$ cat config.mk
export PLATFORM = sky130hd
export DESIGN_NAME = gate_bist_sequencer_flat
export DESIGN_NICKNAME = d
export VERILOG_FILES = /design/src/rtl/gate_bist_sequencer_if.sv /design/src/rtl/gate_bist_sequencer.sv /design/src/flat_wrapper.sv
export SDC_FILE = /design/constraint.sdc
export NUM_CORES = 1
export LEC_CHECK = 0
export ABC_AREA = 1
export BUFFER_PORTS_ARGS = -buffer_cell sky130_fd_sc_hd__buf_4
export CAP_MARGIN = 5
export CORE_MARGIN = 10
export CORE_UTILIZATION = 53
export DETAILED_ROUTE_END_ITERATION = 7
export HOLD_SLACK_MARGIN = 0.12
export PLACE_DENSITY = 0.78
export SLEW_MARGIN = 30
export SYNTH_ARGS = -nofsm -noshare
export SYNTH_HDL_FRONTEND = slang
export SYNTH_SLANG_ARGS = --single-unit
$ cat constraint.sdc
create_clock -name clk -period 5.4 [get_ports clk]
set_clock_uncertainty 0.15 [all_clocks]
set_input_delay 0.54 -clock clk [delete_from_list [all_inputs] [get_ports clk]]
set_output_delay 0.54 -clock clk [all_outputs]
set_load 0.05 [all_outputs]
$ cat src/rtl/gate_bist_sequencer_if.sv
// Stimulus/response bundle between the gate BIST sequencer (slave) and the controller side (master).
interface gate_bist_sequencer_if #(
  parameter int ERR_W = 5
);
  logic             start;
  logic             abort;
  logic [6:0]       y_in;
  logic             a_out;
  logic             b_out;
  logic [1:0]       vec_idx;
  logic             busy;
  logic             done;
  logic             pass;
  logic [6:0]       fail_mask;
  logic [ERR_W-1:0] err_count;

  modport master (
    output start, abort, y_in,
    input  a_out, b_out, vec_idx, busy, done, pass, fail_mask, err_count
  );

  modport slave (
    input  start, abort, y_in,
    output a_out, b_out, vec_idx, busy, done, pass, fail_mask, err_count
  );
endinterface

$ cat src/rtl/gate_bist_sequencer.sv
// Walks a/b through 00,01,10,11 and checks the 7 gate outputs; done 4*(SETTLE_CYCLES+1) edges after start.
// No backpressure: start is ignored while busy, abort wins over start and ends a run on the next edge.
module gate_bist_sequencer #(
  parameter int SETTLE_CYCLES = 2,
  parameter int ERR_W         = 5
) (
  input logic                  clk,
  input logic                  rst_n,
  gate_bist_sequencer_if.slave bus
);

  localparam int CW = (SETTLE_CYCLES > 0) ? $clog2(SETTLE_CYCLES + 1) : 1;
  localparam int SW = ((ERR_W > 3) ? ERR_W : 3) + 1;

  typedef enum logic [1:0] {IDLE, SETTLE, SAMPLE} state_t;

  state_t           state;
  logic [CW-1:0]    cnt;
  logic             a_q, b_q, busy_q, done_q, pass_q;
  logic [1:0]       vec_q;
  logic [6:0]       mask_q;
  logic [ERR_W-1:0] err_q;

  logic [6:0]       expected;
  logic [6:0]       mism;
  logic [2:0]       pc;
  logic [SW-1:0]    sum;
  logic [ERR_W-1:0] err_nxt;
  logic [1:0]       vec_nxt;

  always_comb begin
    case (vec_q)
      2'd0:    expected = 7'h6C;
      2'd1:    expected = 7'h56;
      2'd2:    expected = 7'h16;
      default: expected = 7'h23;
    endcase
    mism = bus.y_in ^ expected;
    pc   = '0;
    for (int i = 0; i < 7; i++) pc = pc + {2'b00, mism[i]};
    sum     = SW'(err_q) + SW'(pc);
    err_nxt = (sum > SW'({ERR_W{1'b1}})) ? {ERR_W{1'b1}} : sum[ERR_W-1:0];
    vec_nxt = vec_q + 2'd1;
  end

  always_ff @(posedge clk or negedge rst_n) begin
    if (!rst_n) begin
      state  <= IDLE;
      cnt    <= '0;
      a_q    <= 1'b0;
      b_q    <= 1'b0;
      vec_q  <= 2'd0;
      busy_q <= 1'b0;
      done_q <= 1'b0;
      pass_q <= 1'b0;
      mask_q <= '0;
      err_q  <= '0;
    end else if (bus.abort) begin
      // Partial fail_mask/err_count are kept for the controller to inspect.
      state  <= IDLE;
      busy_q <= 1'b0;
      done_q <= 1'b0;
      pass_q <= 1'b0;
      a_q    <= 1'b0;
      b_q    <= 1'b0;
      vec_q  <= 2'd0;
    end else begin
      case (state)
        IDLE: begin
          if (bus.start) begin
            vec_q  <= 2'd0;
            a_q    <= 1'b0;
            b_q    <= 1'b0;
            mask_q <= '0;
            err_q  <= '0;
            done_q <= 1'b0;
            pass_q <= 1'b0;
            busy_q <= 1'b1;
            cnt    <= CW'(SETTLE_CYCLES);
            state  <= (SETTLE_CYCLES == 0) ? SAMPLE : SETTLE;
          end
        end
        SETTLE: begin
          cnt <= cnt - CW'(1);
          if (cnt == CW'(1)) state <= SAMPLE;
        end
        SAMPLE: begin
          mask_q <= mask_q | mism;
          err_q  <= err_nxt;
          if (vec_q == 2'd3) begin
            state  <= IDLE;
            busy_q <= 1'b0;
            done_q <= 1'b1;
            pass_q <= ((mask_q | mism) == 7'h00);
            a_q    <= 1'b0;
            b_q    <= 1'b0;
            vec_q  <= 2'd0;
          end else begin
            vec_q <= vec_nxt;
            a_q   <= vec_nxt[1];
            b_q   <= vec_nxt[0];
            cnt   <= CW'(SETTLE_CYCLES);
            state <= (SETTLE_CYCLES == 0) ? SAMPLE : SETTLE;
          end
        end
        default: state <= IDLE;
      endcase
    end
  end

  assign bus.a_out     = a_q;
  assign bus.b_out     = b_q;
  assign bus.vec_idx   = vec_q;
  assign bus.busy      = busy_q;
  assign bus.done      = done_q;
  assign bus.pass      = pass_q;
  assign bus.fail_mask = mask_q;
  assign bus.err_count = err_q;

endmodule

$ cat src/flat_wrapper.sv
// flat-port wrapper written by rule: the top's interface ports become plain ports
module gate_bist_sequencer_flat 
#(
  parameter int SETTLE_CYCLES = 2,
  parameter int ERR_W         = 5
)
  (clk, rst_n, bus_start, bus_abort, bus_y_in, bus_a_out, bus_b_out, bus_vec_idx, bus_busy, bus_done, bus_pass, bus_fail_mask, bus_err_count);
  gate_bist_sequencer_if #(.ERR_W(ERR_W)) bus_i ();
  input logic clk;
  input logic rst_n;
  input wire logic [$bits(bus_i.start)-1:0] bus_start;
  input wire logic [$bits(bus_i.abort)-1:0] bus_abort;
  input wire logic [$bits(bus_i.y_in)-1:0] bus_y_in;
  output wire logic [$bits(bus_i.a_out)-1:0] bus_a_out;
  output wire logic [$bits(bus_i.b_out)-1:0] bus_b_out;
  output wire logic [$bits(bus_i.vec_idx)-1:0] bus_vec_idx;
  output wire logic [$bits(bus_i.busy)-1:0] bus_busy;
  output wire logic [$bits(bus_i.done)-1:0] bus_done;
  output wire logic [$bits(bus_i.pass)-1:0] bus_pass;
  output wire logic [$bits(bus_i.fail_mask)-1:0] bus_fail_mask;
  output wire logic [$bits(bus_i.err_count)-1:0] bus_err_count;
  assign bus_i.start = bus_start;
  assign bus_i.abort = bus_abort;
  assign bus_i.y_in = bus_y_in;
  assign bus_a_out = bus_i.a_out;
  assign bus_b_out = bus_i.b_out;
  assign bus_vec_idx = bus_i.vec_idx;
  assign bus_busy = bus_i.busy;
  assign bus_done = bus_i.done;
  assign bus_pass = bus_i.pass;
  assign bus_fail_mask = bus_i.fail_mask;
  assign bus_err_count = bus_i.err_count;
  gate_bist_sequencer #(.SETTLE_CYCLES(SETTLE_CYCLES), .ERR_W(ERR_W)) u_core (.clk(clk), .rst_n(rst_n), .bus(bus_i));
endmodule
==> out/qor.yml <==
period_needed_ns: 4.30
clk_path_buf_depth: 2
drt_iter0_markers: 63
hold_class: "reg -> reg"
vias_per_cell: 5.04
yosys.area.top_type_share: 0.384
remaining_drc_errors: 0
finalHoldViolations: 0
stdcell_area_um2: 1640
grt_use_total: 0.125
cp.required_ns: 5.45
power.total_mw: 0.448
yosysUniqueCellTypes: 21
cts_made_buffers: 3
clk-insertion-delay-late_ns: 0.30
critPathLaunchType: "flip-flop"
drive_above_1_share: 0.187
cts.repair.resized: 0
register_area_um2: 526
outcome: "finished clean"
worst_hold_startpoint: "u_core.bus.done$_DFFE_PN0P_"
cts_sinks: 21
postSynthAreaPerCell_um2: 7.95
grt_pass1_wl_mm: 5.31
finalNetCount: 230
cts_hold_buf: 1
worstSetupPathType: "reg -> reg"
io_buffers: 29
drv_slew: 0
min_period_over_period: 0.797
postSynthCellCount: 172
crit_fanout: 6
yosysTopAreaCell: "dfrtp_1"
num_vias: 1174
synth-edff-count: 0
fill_cells: 209
clockRootBuffer: "clkbuf_4"
routed_wl_mm: 3.04
core_area_um2: 2480
synth_commonest_cells: "nand2_1 (46), inv_1 (28), dfrtp_1 (21)"
synthesis.area_um2: 1370
placed_area_um2: 1600
fin_util: 0.661
finalSetupTns_ns: 0
cts_tree: "built"
slew_headroom: 0.680
area_growth_pct: 19.7
die_area_um2: 5010
synthFlopType: "dfrtp_1"
rr_startpoint: "u_core.bus.b_out$_DFFE_PN0P_"
rows: 18
end_kind: "flip-flop"
detail-route-antenna-nets: 0
post-cts-setup-buffer-count: 0
io_pins: 30
top_layer: "met4"
grt_max_degree: 22
tightest_slew_ns: 0.480
overflow: 0
synth.most_common_cell: "nand2_1"
p_leak_nw: 0.915
fp.dieW_um: 70.8
setup_violations: 0
num_antenna_cells: 0
cap_violations: 0
grt_setup_unrepaired: "no"
peakVddDrop_mv: 0.212
crit_path_start: "u_core.bus.b_out$_DFFE_PN0P_"
wl_met3_um: 212
seq_area_frac_synth: 0.384
grt_pass1_vias: 1204
hold_ws_ns: 0.345
synth.area.top_cells: "dfrtp_1 (38%), nand2_1 (13%), ha_1 (10%), inv_1 (7.7%), fa_1 (5.9%)"
initial_core_util: 0.552
path_clk_slew_ns: 0.11
die_y_um: 70.8
route.layer.met1.wl_mm: 1.40
htreeDepth: 1
async_flop_share: 1.00
gp_congestion: 0.856
multi_input_area_um2: 703
yosys_warnings: 0
fmax_mhz: 232
wl_per_cell_um: 13.1
hpwl_mm: 2.50
antenna_found_initial: 0
synth_fp_nets: 198
worstPathArrival_ns: 4.35
dr_wl_met2_mm: 1.41
firstDrtPassIters: 4
p_per_area_nw_per_um2: 274
ys_ff_latch: 21
## power by group
group	leakage (nW)	switching, mW	total [mW]	internal, mW
clock	0.0150	0.0455	0.0742	0.0288
sequential	0.281	0.0164	0.194	0.178
combinational	0.619	0.116	0.180	0.0642
## area by class of cell
cell class              instances  share of cell area
clock buffers                   4              0.0161
inverters                      31              0.0711
flip-flops and latches         21               0.321
well taps                      30              0.0229
repair buffers                 30               0.139
multi-input cells             117               0.430
## state kept, by name (all words and copies together) (netlist names)
| name | flops |
|---|---|
| u_core.bus.err_count | 5 |
| u_core.bus.busy | 1 |
| u_core.bus.fail_mask | 7 |
| u_core.bus.a_out | 1 |
| u_core.bus.b_out | 1 |
| u_core.cnt | 2 |
| u_core.bus.pass | 1 |
| u_core.state | 2 |
| u_core.bus.done | 1 |
## cell families after synthesis
group	synth area share
adders and majority gates	0.159
DFF	0.384
xor gates and xnor gates	0.0320
and+or+nand+nor	0.221
buffers and inverters	0.102
AOI/OAI and AO/OA	0.102
## layout by cell type, fill, tap and decap left out, drive strengths merged, types with 4 or more instances in the layout
cell type,synthesis,final
nand2,46,46
buf,3,29
ha,11,11
o21ai,14,14
clkbuf,0,4
nor2,11,11
dfrtp,21,21
a21oi,9,9
nand3,11,11
inv,31,31
fa,4,4
## worst paths after layout
check	end	slack, ns	depth (start not counted)
worst max-delay path	u_core.bus.err_count[4]$_DFFE_PN0P_	1.10	19
worst min-delay path	u_core.bus.done$_DFFE_PN0P_	0.35	2
worst max register to register	u_core.bus.err_count[4]$_DFFE_PN0P_	1.10	19
worst min register to register	u_core.bus.done$_DFFE_PN0P_	0.35	2
max in group asynchronous	u_core.state[0]$_DFFE_PN0P_	4.40	2
min in group asynchronous	u_core.bus.fail_mask[4]$_DFFE_PN0P_	0.50	2
## per-stage QoR
stage,setup WS (ns),std cells
finish,1.10,233
global route,0.817,233
CTS,1.08,233
detailed placement,1.08,228
global placement,1.26,228
floorplan,0.979,172
## routing by layer
layer  vias up  GRT usage
met5         -          0
met4         0     0.0452
met3         2     0.0335
met2        30      0.201
met1       540      0.155
li1        602          -
## worst max-delay path, stage by stage, from the launching register on
cell and delay (ns):
dfrtp_1 0.43, ha_1 0.34, inv_2 0.09, nand2_1 0.06, nand2_1 0.06, ha_1 0.31
fa_1 0.52, fa_1 0.50, ha_1 0.22, fa_1 0.51, inv_1 0.06, fa_1 0.43
inv_1 0.07, nand3_1 0.07, o21ai_0 0.10, nand2_1 0.07, nand2_1 0.07, nand2_1 0.04
nand2_1 0.05, nand2_1 0.05
(Power assumes the default switching activity.)
